==> src/rtl/sensemi_regs_pkg.sv <==
// Shared types, response codes and width helpers for the AXI4-Lite register bridge.
package sensemi_regs_pkg;

    typedef enum logic [2:0] {
        ST_IDLE,
        ST_WR_EXEC,
        ST_WR_RESP,
        ST_RD_EXEC,
        ST_RD_WAIT,
        ST_RD_RESP
    } regs_bridge_state_t;

    localparam logic [1:0] RESP_OKAY   = 2'b00;
    localparam logic [1:0] RESP_SLVERR = 2'b10;

    function automatic int unsigned addr_lsb(input int unsigned data_width);
        return $clog2(data_width / 8);
    endfunction

    function automatic int unsigned ofs_w(input int unsigned bank_addr_width,
                                          input int unsigned data_width);
        return bank_addr_width - addr_lsb(data_width);
    endfunction

    // A single bank still needs a 1-bit index signal.
    function automatic int unsigned bank_w(input int unsigned num_banks);
        return (num_banks > 1) ? $clog2(num_banks) : 1;
    endfunction

endpackage

==> src/rtl/sensemi_regs_addr_decode.sv <==
// Combinational split of an AXI byte address into bank index, word offset and mapped flag.
module sensemi_regs_addr_decode #(
    parameter int unsigned AXI_ADDR_WIDTH  = 13,
    parameter int unsigned NUM_BANKS       = 4,
    parameter int unsigned BANK_ADDR_WIDTH = 11,
    parameter int unsigned ADDR_LSB        = 2,
    parameter int unsigned OFS_W           = 9,
    parameter int unsigned BANK_W          = 2
) (
    input  logic [AXI_ADDR_WIDTH-1:0] addr,
    output logic [BANK_W-1:0]         bank,
    output logic [OFS_W-1:0]          offset,
    output logic                      mapped
);

    localparam int unsigned SEL_W = $clog2(NUM_BANKS);
    localparam int unsigned TOP   = BANK_ADDR_WIDTH + SEL_W;

    logic unused_lsb;

    assign offset     = addr[BANK_ADDR_WIDTH-1:ADDR_LSB];
    assign unused_lsb = ^addr[ADDR_LSB-1:0];

    generate
        if (SEL_W > 0) begin : g_bank_sel
            assign bank = addr[BANK_ADDR_WIDTH +: SEL_W];
        end else begin : g_bank_single
            assign bank = '0;
        end

        // Anything above the last bank is outside the decoded window.
        if (TOP < AXI_ADDR_WIDTH) begin : g_map_chk
            assign mapped = ~|addr[AXI_ADDR_WIDTH-1:TOP];
        end else begin : g_map_all
            assign mapped = 1'b1;
        end
    endgenerate

endmodule

==> src/rtl/sensemi_axil_regs_bridge.sv <==
// AXI4-Lite slave bridging to a multi-bank strobe/offset register bus,
// one transaction in flight, round-robin between write and read.
module sensemi_axil_regs_bridge
    import sensemi_regs_pkg::*;
#(
    parameter int unsigned AXI_ADDR_WIDTH  = 13,
    parameter int unsigned AXI_DATA_WIDTH  = 32,
    parameter int unsigned NUM_BANKS       = 4,
    parameter int unsigned BANK_ADDR_WIDTH = 11,
    parameter int unsigned RD_LATENCY      = 1
) (
    input  logic                                          s_axi_aclk,
    input  logic                                          s_axi_aresetn,
    input  logic [AXI_ADDR_WIDTH-1:0]                     s_axi_awaddr,
    input  logic [2:0]                                    s_axi_awprot,
    input  logic                                          s_axi_awvalid,
    output logic                                          s_axi_awready,
    input  logic [AXI_DATA_WIDTH-1:0]                     s_axi_wdata,
    input  logic [AXI_DATA_WIDTH/8-1:0]                   s_axi_wstrb,
    input  logic                                          s_axi_wvalid,
    output logic                                          s_axi_wready,
    output logic [1:0]                                    s_axi_bresp,
    output logic                                          s_axi_bvalid,
    input  logic                                          s_axi_bready,
    input  logic [AXI_ADDR_WIDTH-1:0]                     s_axi_araddr,
    input  logic [2:0]                                    s_axi_arprot,
    input  logic                                          s_axi_arvalid,
    output logic                                          s_axi_arready,
    output logic [AXI_DATA_WIDTH-1:0]                     s_axi_rdata,
    output logic [1:0]                                    s_axi_rresp,
    output logic                                          s_axi_rvalid,
    input  logic                                          s_axi_rready,
    output logic [NUM_BANKS-1:0]                          reg_wren,
    output logic [ofs_w(BANK_ADDR_WIDTH, AXI_DATA_WIDTH)-1:0] reg_wr_offset,
    output logic [AXI_DATA_WIDTH-1:0]                     reg_wdata,
    output logic [AXI_DATA_WIDTH/8-1:0]                   reg_wstrb,
    output logic [NUM_BANKS-1:0]                          reg_rden,
    output logic [ofs_w(BANK_ADDR_WIDTH, AXI_DATA_WIDTH)-1:0] reg_rd_offset,
    input  logic [NUM_BANKS*AXI_DATA_WIDTH-1:0]           reg_rdata
);

    localparam int unsigned ADDR_LSB = addr_lsb(AXI_DATA_WIDTH);
    localparam int unsigned OFS_W    = ofs_w(BANK_ADDR_WIDTH, AXI_DATA_WIDTH);
    localparam int unsigned BANK_W   = bank_w(NUM_BANKS);
    localparam logic [NUM_BANKS-1:0] BANK_ONE = NUM_BANKS'(1);

    regs_bridge_state_t         state;
    logic                       last_wr;
    logic                       wr_err;
    logic                       rd_err;
    logic [BANK_W-1:0]          rd_bank;
    logic [2:0]                 lat_cnt;
    logic                       grant_wr;
    logic                       grant_rd;
    logic [BANK_W-1:0]          wr_bank_d;
    logic [OFS_W-1:0]           wr_ofs_d;
    logic                       wr_mapped;
    logic [BANK_W-1:0]          rd_bank_d;
    logic [OFS_W-1:0]           rd_ofs_d;
    logic                       rd_mapped;
    logic [AXI_DATA_WIDTH-1:0]  bank_rdata [NUM_BANKS];
    logic [AXI_DATA_WIDTH-1:0]  rd_sel;
    logic                       unused_prot;

    assign unused_prot = ^{s_axi_awprot, s_axi_arprot};

    sensemi_regs_addr_decode #(
        .AXI_ADDR_WIDTH (AXI_ADDR_WIDTH),
        .NUM_BANKS      (NUM_BANKS),
        .BANK_ADDR_WIDTH(BANK_ADDR_WIDTH),
        .ADDR_LSB       (ADDR_LSB),
        .OFS_W          (OFS_W),
        .BANK_W         (BANK_W)
    ) u_wr_dec (
        .addr  (s_axi_awaddr),
        .bank  (wr_bank_d),
        .offset(wr_ofs_d),
        .mapped(wr_mapped)
    );

    sensemi_regs_addr_decode #(
        .AXI_ADDR_WIDTH (AXI_ADDR_WIDTH),
        .NUM_BANKS      (NUM_BANKS),
        .BANK_ADDR_WIDTH(BANK_ADDR_WIDTH),
        .ADDR_LSB       (ADDR_LSB),
        .OFS_W          (OFS_W),
        .BANK_W         (BANK_W)
    ) u_rd_dec (
        .addr  (s_axi_araddr),
        .bank  (rd_bank_d),
        .offset(rd_ofs_d),
        .mapped(rd_mapped)
    );

    for (genvar b = 0; b < NUM_BANKS; b++) begin : g_bank_rdata
        assign bank_rdata[b] = reg_rdata[b*AXI_DATA_WIDTH +: AXI_DATA_WIDTH];
    end

    assign rd_sel = bank_rdata[rd_bank];

    // Ready is pre-registered one cycle ahead; a read wins a tie only if a write was served last.
    always_comb begin
        grant_wr = s_axi_awvalid && s_axi_wvalid && (!s_axi_arvalid || !last_wr);
        grant_rd = s_axi_arvalid && !grant_wr;
    end

    always_ff @(posedge s_axi_aclk or negedge s_axi_aresetn) begin
        if (!s_axi_aresetn) begin
            state         <= ST_IDLE;
            last_wr       <= 1'b0;
            wr_err        <= 1'b0;
            rd_err        <= 1'b0;
            rd_bank       <= '0;
            lat_cnt       <= '0;
            s_axi_awready <= 1'b0;
            s_axi_wready  <= 1'b0;
            s_axi_arready <= 1'b0;
            s_axi_bvalid  <= 1'b0;
            s_axi_bresp   <= RESP_OKAY;
            s_axi_rvalid  <= 1'b0;
            s_axi_rresp   <= RESP_OKAY;
            s_axi_rdata   <= '0;
            reg_wren      <= '0;
            reg_rden      <= '0;
            reg_wr_offset <= '0;
            reg_rd_offset <= '0;
            reg_wdata     <= '0;
            reg_wstrb     <= '0;
        end else begin
            case (state)
                ST_IDLE: begin
                    if (s_axi_awready && s_axi_awvalid && s_axi_wvalid) begin
                        s_axi_awready <= 1'b0;
                        s_axi_wready  <= 1'b0;
                        last_wr       <= 1'b1;
                        wr_err        <= !wr_mapped;
                        if (wr_mapped) begin
                            reg_wren      <= BANK_ONE << wr_bank_d;
                            reg_wr_offset <= wr_ofs_d;
                            reg_wdata     <= s_axi_wdata;
                            reg_wstrb     <= s_axi_wstrb;
                        end
                        state <= ST_WR_EXEC;
                    end else if (s_axi_arready && s_axi_arvalid) begin
                        s_axi_arready <= 1'b0;
                        last_wr       <= 1'b0;
                        rd_err        <= !rd_mapped;
                        rd_bank       <= rd_bank_d;
                        if (rd_mapped) begin
                            reg_rden      <= BANK_ONE << rd_bank_d;
                            reg_rd_offset <= rd_ofs_d;
                        end
                        state <= ST_RD_EXEC;
                    end else begin
                        s_axi_awready <= grant_wr;
                        s_axi_wready  <= grant_wr;
                        s_axi_arready <= grant_rd;
                    end
                end
                ST_WR_EXEC: begin
                    reg_wren     <= '0;
                    s_axi_bvalid <= 1'b1;
                    s_axi_bresp  <= wr_err ? RESP_SLVERR : RESP_OKAY;
                    state        <= ST_WR_RESP;
                end
                ST_WR_RESP: begin
                    if (s_axi_bready) begin
                        s_axi_bvalid  <= 1'b0;
                        s_axi_awready <= grant_wr;
                        s_axi_wready  <= grant_wr;
                        s_axi_arready <= grant_rd;
                        state         <= ST_IDLE;
                    end
                end
                ST_RD_EXEC: begin
                    reg_rden <= '0;
                    if (RD_LATENCY == 0) begin
                        s_axi_rdata  <= rd_err ? '0 : rd_sel;
                        s_axi_rresp  <= rd_err ? RESP_SLVERR : RESP_OKAY;
                        s_axi_rvalid <= 1'b1;
                        state        <= ST_RD_RESP;
                    end else begin
                        // The EXEC cycle itself is the first latency cycle.
                        lat_cnt <= 3'(RD_LATENCY - 1);
                        state   <= ST_RD_WAIT;
                    end
                end
                ST_RD_WAIT: begin
                    if (lat_cnt == '0) begin
                        s_axi_rdata  <= rd_err ? '0 : rd_sel;
                        s_axi_rresp  <= rd_err ? RESP_SLVERR : RESP_OKAY;
                        s_axi_rvalid <= 1'b1;
                        state        <= ST_RD_RESP;
                    end else begin
                        lat_cnt <= lat_cnt - 3'd1;
                    end
                end
                ST_RD_RESP: begin
                    if (s_axi_rready) begin
                        s_axi_rvalid  <= 1'b0;
                        s_axi_awready <= grant_wr;
                        s_axi_wready  <= grant_wr;
                        s_axi_arready <= grant_rd;
                        state         <= ST_IDLE;
                    end
                end
                default: state <= ST_IDLE;
            endcase
        end
    end

endmodule

==> config.mk <==
export PLATFORM = sky130hd
export DESIGN_NAME = sensemi_axil_regs_bridge
export DESIGN_NICKNAME = d
export VERILOG_FILES = /design/src/rtl/sensemi_regs_pkg.sv /design/src/rtl/sensemi_regs_addr_decode.sv /design/src/rtl/sensemi_axil_regs_bridge.sv
export SDC_FILE = /design/constraint.sdc
export NUM_CORES = 1
export LEC_CHECK = 0
export ABC_AREA = 1
export BUFFER_PORTS_ARGS = -buffer_cell sky130_fd_sc_hd__clkbuf_2
export CORE_MARGIN = 2
export CORE_UTILIZATION = 35
export CTS_CLUSTER_SIZE = 8
export DETAILED_ROUTE_END_ITERATION = 10
export PLACE_DENSITY = 0.66
export RECOVER_POWER = 100
export SYNTH_ARGS = -nofsm -noshare
export SYNTH_HDL_FRONTEND = slang
export SYNTH_SLANG_ARGS = --single-unit
==> constraint.sdc <==
create_clock -name s_axi_aclk -period 2.3 [get_ports s_axi_aclk]
set_clock_uncertainty 0.15 [all_clocks]
set_input_delay 0.46 -clock s_axi_aclk [delete_from_list [all_inputs] [get_ports s_axi_aclk]]
set_output_delay 0.46 -clock s_axi_aclk [all_outputs]
set_load 0.01 [all_outputs]
* Yosys cells after proc, flatten, opt, wreduce, memory -nomap -nowiden *
Cells that the tools add are included.

operators by class
  multiplexer cells = 33
  magnitude comparators = 1
  eq/ne operators = 14
  reductions and logical operators = 31
  shifts and indexed selects = 2
  bitwise operators = 2
  $add $sub $neg = 1

operators with widths
  operator               number
  $bmux W32 S2           1
  $mux W32               2
  $mux W3                6
  $pmux W3 S6            1
  $pmux W4 S2            2
  $ne A2 B2 Y1 const B   7
  $mux W1                13
  $mux W4                3
  $reduce_and A2 Y1      6
  $reduce_and A4 Y1      3
  $reduce_bool A2 Y1     6
  $reduce_and A3 Y1      3
  $shl A1 B2 Y4 const A  2
  $eq A3 B2 Y1 const B   2
  $eq A3 B3 Y1 const B   2
  $logic_and A1 B1 Y1    6
  $logic_not A3 Y1       2
  $ne A3 B3 Y1 const B   2
  $pmux W1 S3            2
  $pmux W3 S2            1
  $pmux W1 S2            2
  $eq A3 B1 Y1 const B   1
  $ge A3 B3 Y1 const B   1
  $logic_not A1 Y1       3
  other kinds (5)        5

word-level totals
  register bits after elaboration = 107
  word-level logic and storage cells = 99

* Longest topological paths before layout *
  depth in word-level cells = 8
  mapped depth = 9
  gate-level depth less buffers = 9

* By module *
From an unflattened synthesis, not the netlist that was laid out.

unflattened totals
  cells, all modules = 779
  area, all modules = 5724.2 µm²

modules (own cells, without submodules)
  module                    cells an instance  area an instance (µm²)  instances
  sensemi_axil_regs_bridge  753                5536.6                  1
  sensemi_regs_addr_decode  13                 93.8                    2

* Worst setup path after synthesis *
Ideal clock, no wire load.

  path type = flip-flop to flip-flop
  from = register lat_cnt[0]
  to = register s_axi_rdata[0]
  stages on the path, launching flop included = 10
  data required time = 2.033 ns
  data arrival time = 1.225 ns
  setup slack = 0.809 ns
  library setup time = 0.117 ns
  buffers on the path = 1
  path through = dfrtp_1 inv_1 ha_1 ha_1 inv_1 nor2_4 inv_2 buf_2 nand2_1 nand2_1

between the ends
  longest elaborated chain between the ends = 2

ends and longest elaborated chain
  element                      RTL line                         source
  from (decl)                  sensemi_axil_regs_bridge.sv:52   logic [2:0] lat_cnt;
  from (signal assigned)       sensemi_axil_regs_bridge.sv:184  lat_cnt <= 3'(RD_LATENCY - 1);
  from (signal assigned)       sensemi_axil_regs_bridge.sv:195  lat_cnt <= lat_cnt - 3'd1;
  $logic_not A3 Y1             sensemi_axil_regs_bridge.sv:189  if (lat_cnt == '0) begin
  $reduce_and A2 Y1 (no line)  -
  to (signal assigned)         sensemi_axil_regs_bridge.sv:178  s_axi_rdata <= rd_err ? '0 : rd_sel;
  to (signal assigned)         sensemi_axil_regs_bridge.sv:190  s_axi_rdata <= rd_err ? '0 : rd_sel;
  to (decl)                    sensemi_axil_regs_bridge.sv:29   output logic [AXI_DATA_WIDTH-1:0] s_axi_rdata,

No other way between the ends.
A chain may end at the register's enable or synchronous reset.

* Worst setup path after layout *
  from = register lat_cnt[0]
  to = register s_axi_rdata[13]

Same word-level chain as after synthesis.

==> summary.md <==
| Metric | Value |
|---|---|
| Share of power burned in the clock network | `0.181` |
| Worst-Margin Slew | `901.6 ps` |
| Site Rows | `44` |
| Buffers on Ports | `291` |
| Crit path required time | `2430 ps` |
| CTS Sinks | `107` |
| Number of flops mapped to enable cells by yosys | `0` |
| Worst Setup End Kind | `register` |
| Setup Crit Path Kind | `reg -> reg` |
| Yosys top cell area share | `0.5120` |
| Routed vias | `5,480` |
| Antenna-violating nets left | `0` |
| GR Overflow Total | `0` |
| Die ar. | `15,940 µm²` |
| Die height | `126.2 µm` |
| Crit start category | `register` |
| Tcrit/Tclk final | `0.8428` |
| Clk_lat worst skew | `340 ps` |
| Hold_sp | `s_axi_wdata[14]` |
| IO Count | `306` |
| Power density over the cells | `1242 nW/µm²` |
| Post-synth top flop | `dfrtp_1` |
| Ant diodes | `0` |
| Reg area | `2679 µm²` |
| Sequential fraction of design power | `0.369` |
| Most common cell after layout, fill and taps aside | `nand2_1` |
| Static leakage | `3.761 nW` |
| Slew HR | `0.3990` |
| Worst r2r src | `lat_cnt[0]$_DFFE_PN0P_` |
| Core area | `14,590 µm²` |
| Yosys reg bits | `107` |
| CTS Root Cell | `clkbuf_16` |
| Combinational share of power | `0.450` |
| Min cycle time layout | `1938 ps` |
| Bufs on Longest Clock Path | `2` |
| First-pass GRT wire length | `24.60 mm` |
| Maximum vdd drop | `0.5265 mV` |
| Setup Buffers After CTS | `0` |
| Setup TNS | `0 ps` |
| Initial Util | `0.3585` |
| Net Sw Frac | `0.4286` |
| Post-DP HPWL | `11.17 mm` |
| CTS tree | `done` |
| Routed vias/inst | `4.736` |
| RSZ-0062 raised after global routing | `false` |
| WP data arrival | `2070 ps` |
| Most frequent cells in the layout | `nand2_1 (295), clkbuf_2 (192), dfrtp_1 (106), clkbuf_1 (101), o21ai_0 (83)` |
| HP Class | `in -> reg` |
| Status | `finished, final reports clean` |
| Max H-tree Level | `3` |
| Sequential fraction of the synthesis area | `0.5120` |
| Max Cap Viol | `0` |
| Synthesized area | `5230 µm²` |
| Avg Cell Area, Syn | `7.525 µm²` |
| Final core utilization | `0.4778` |
| P&R area growth vs syn | `33.28%` |
| Post-CTS sizing | `0` |
| Synth Warn # | `0` |
| Pint | `0.004946 W` |
| Library cells used by synthesis | `21` |
| Reg2reg path depth | `9` |
| Antenna violations before repair | `0` |
| DRC Markers | `0` |
| Fill cells | `1,514` |
| Finish-stage setup viols | `0` |
| Final wirelength | `14.90 mm` |
| Worst setup path endpoint | `s_axi_rdata[13]$_DFFE_PN0P_` |
| Fin. Hold Viols | `0` |
| Total CTS buffers | `9` |
| Hold bufs inserted after CTS | `1` |
| Yosys top cell by area | `dfrtp_1` |
| Slew Viols, Final | `0` |
| FFs w/ async S/R, synth | `1.000` |
| Die width | `126.2 µm` |
| DR WL/cell | `12.88 µm` |
| P_sw | `0.003710 W` |
| Non-filler instance count after layout | `1,157` |
| Pin count of the biggest net entering global routing | `68` |
| Drt first pass iters | `4` |
| Footprint of the multi-input gates | `2233 µm²` |
| Cells after DPL | `1,140` |
| Iteration-0 DRC Markers | `225` |
| Critical Path Source | `lat_cnt[0]$_DFFE_PN0P_` |
| Vias in the first global route | `5,240` |
| Nets@finish | `1,173` |
| GRT Total Usage | `0.1886` |
| Share of post-route cells with drive strength above 1 | `0.2302` |
| Worst R2R Setup Slack | `360 ps` |
| Ranking of synthesized cells by area | `dfrtp_1 (51%), nand2_1 (21%), o21ai_0 (7.9%)` |
| Mapped Cells | `695` |
| R2R Path End | `s_axi_rdata[13]$_DFFE_PN0P_` |
| Reg clk slew, reported paths | `70 ps` |
| Maximum clock rate | `515.9 MHz` |
| Crit-path max FO | `33` |
| Final Wtd Congestion | `0.7876` |
## cells in the mapped netlist, types with 2 or more instances
master,instances
inv_2,3
ha_1,2
nor2_2,4
o31ai_1,3
clkbuf_1,13
buf_2,16
o22ai_1,32
nand2_1,294
nor2_1,80
nand2_2,2
buf_4,14
nand3_1,17
dfrtp_1,107
inv_1,19
o21ai_0,83
## cell type report
cell class                 count  area share
tap                          184     0.03303
clock inverter                 6     0.01023
multi-input combinational    525      0.3204
timing repair buffer         302      0.2064
clock buffer                  10     0.03285
sequential                   107      0.3843
inverter                      23     0.01274
## stage by stage
stage                     worst slack [ps]  total power (W)  cell area [µm²]  hold slack, ps
after floorplan                      808.8         0.005803             5241           14.41
after global placement               455.6         0.007353             6823           123.0
after detailed placement             426.8         0.007402             6823           125.2
after CTS                            447.2         0.009005             7133           136.5
after global routing                 117.5         0.009478             6970           142.6
final                                361.6         0.008656             6970           149.8
## power by group through the flow
stage                     Sequential (W)  Combinational, W  Clock [W]
final                            0.00319           0.00390    0.00157
after global routing             0.00332           0.00447    0.00169
after CTS                        0.00321           0.00418    0.00161
after detailed placement         0.00322           0.00418          0
after global placement           0.00321           0.00414          0
after floorplan                  0.00357           0.00224          0
## metal layers
layer,global-route usage,up-vias,share of wire
li1,-,2751,-
met1,0.2327,2470,0.42
met2,0.3175,216,0.48
met3,0.03738,43,0.063
met4,0.08985,0,0.036
met5,0,-,0
## sequential cells by signal, indices dropped and copies added (netlist names)
signal	count
reg_rden	4
s_axi_rdata	32
reg_wr_offset	9
s_axi_arready	1
reg_wren	4
last_wr	1
reg_wdata	32
reg_wstrb	4
s_axi_wready	1
lat_cnt	3
rd_bank	2
s_axi_bvalid	1
reg_rd_offset	9
s_axi_rvalid	1
state	3
## worst min-delay path by stage
| stage | cells past startpoint | endpoint | slack (ps) |
|---|---|---|---|
| finish | 3 | reg_wdata[14]$_DFFE_PN0P_ | 150 |
| global route | 3 | reg_wstrb[2]$_DFFE_PN0P_ | 140 |
| CTS | 3 | reg_wdata[20]$_DFFE_PN0P_ | 140 |
| detailed placement | 1 | s_axi_rdata[3]$_DFFE_PN0P_ | 130 |
| global placement | 1 | s_axi_rdata[3]$_DFFE_PN0P_ | 120 |
| floorplan | 0 | last_wr$_DFFE_PN0P_ | 10 |
## cell families (layout without fill, tap and decap cells)
kind of cell | count (synthesis) | after routing | synth area share
other | 1 | 4 | 0.0007170
AO/OA/AOI/OAI | 120 | 120 | 0.1254
flip-flops | 107 | 107 | 0.5120
AND/OR/NAND/NOR | 399 | 399 | 0.2955
buffers and inverters | 66 | 341 | 0.06172
adder cells (fa/ha/maj) | 2 | 2 | 0.004784
## worst max-delay path, cell delays in order, from the launching register on
cell and delay, ps:
dfrtp_1 360, inv_1 50, ha_1 190, ha_1 190, inv_1 90, nor2_4 40, inv_1 60, clkbuf_2 520
nand2_1 120, nand2_1 100
Power figures use the tool's default switching activity.
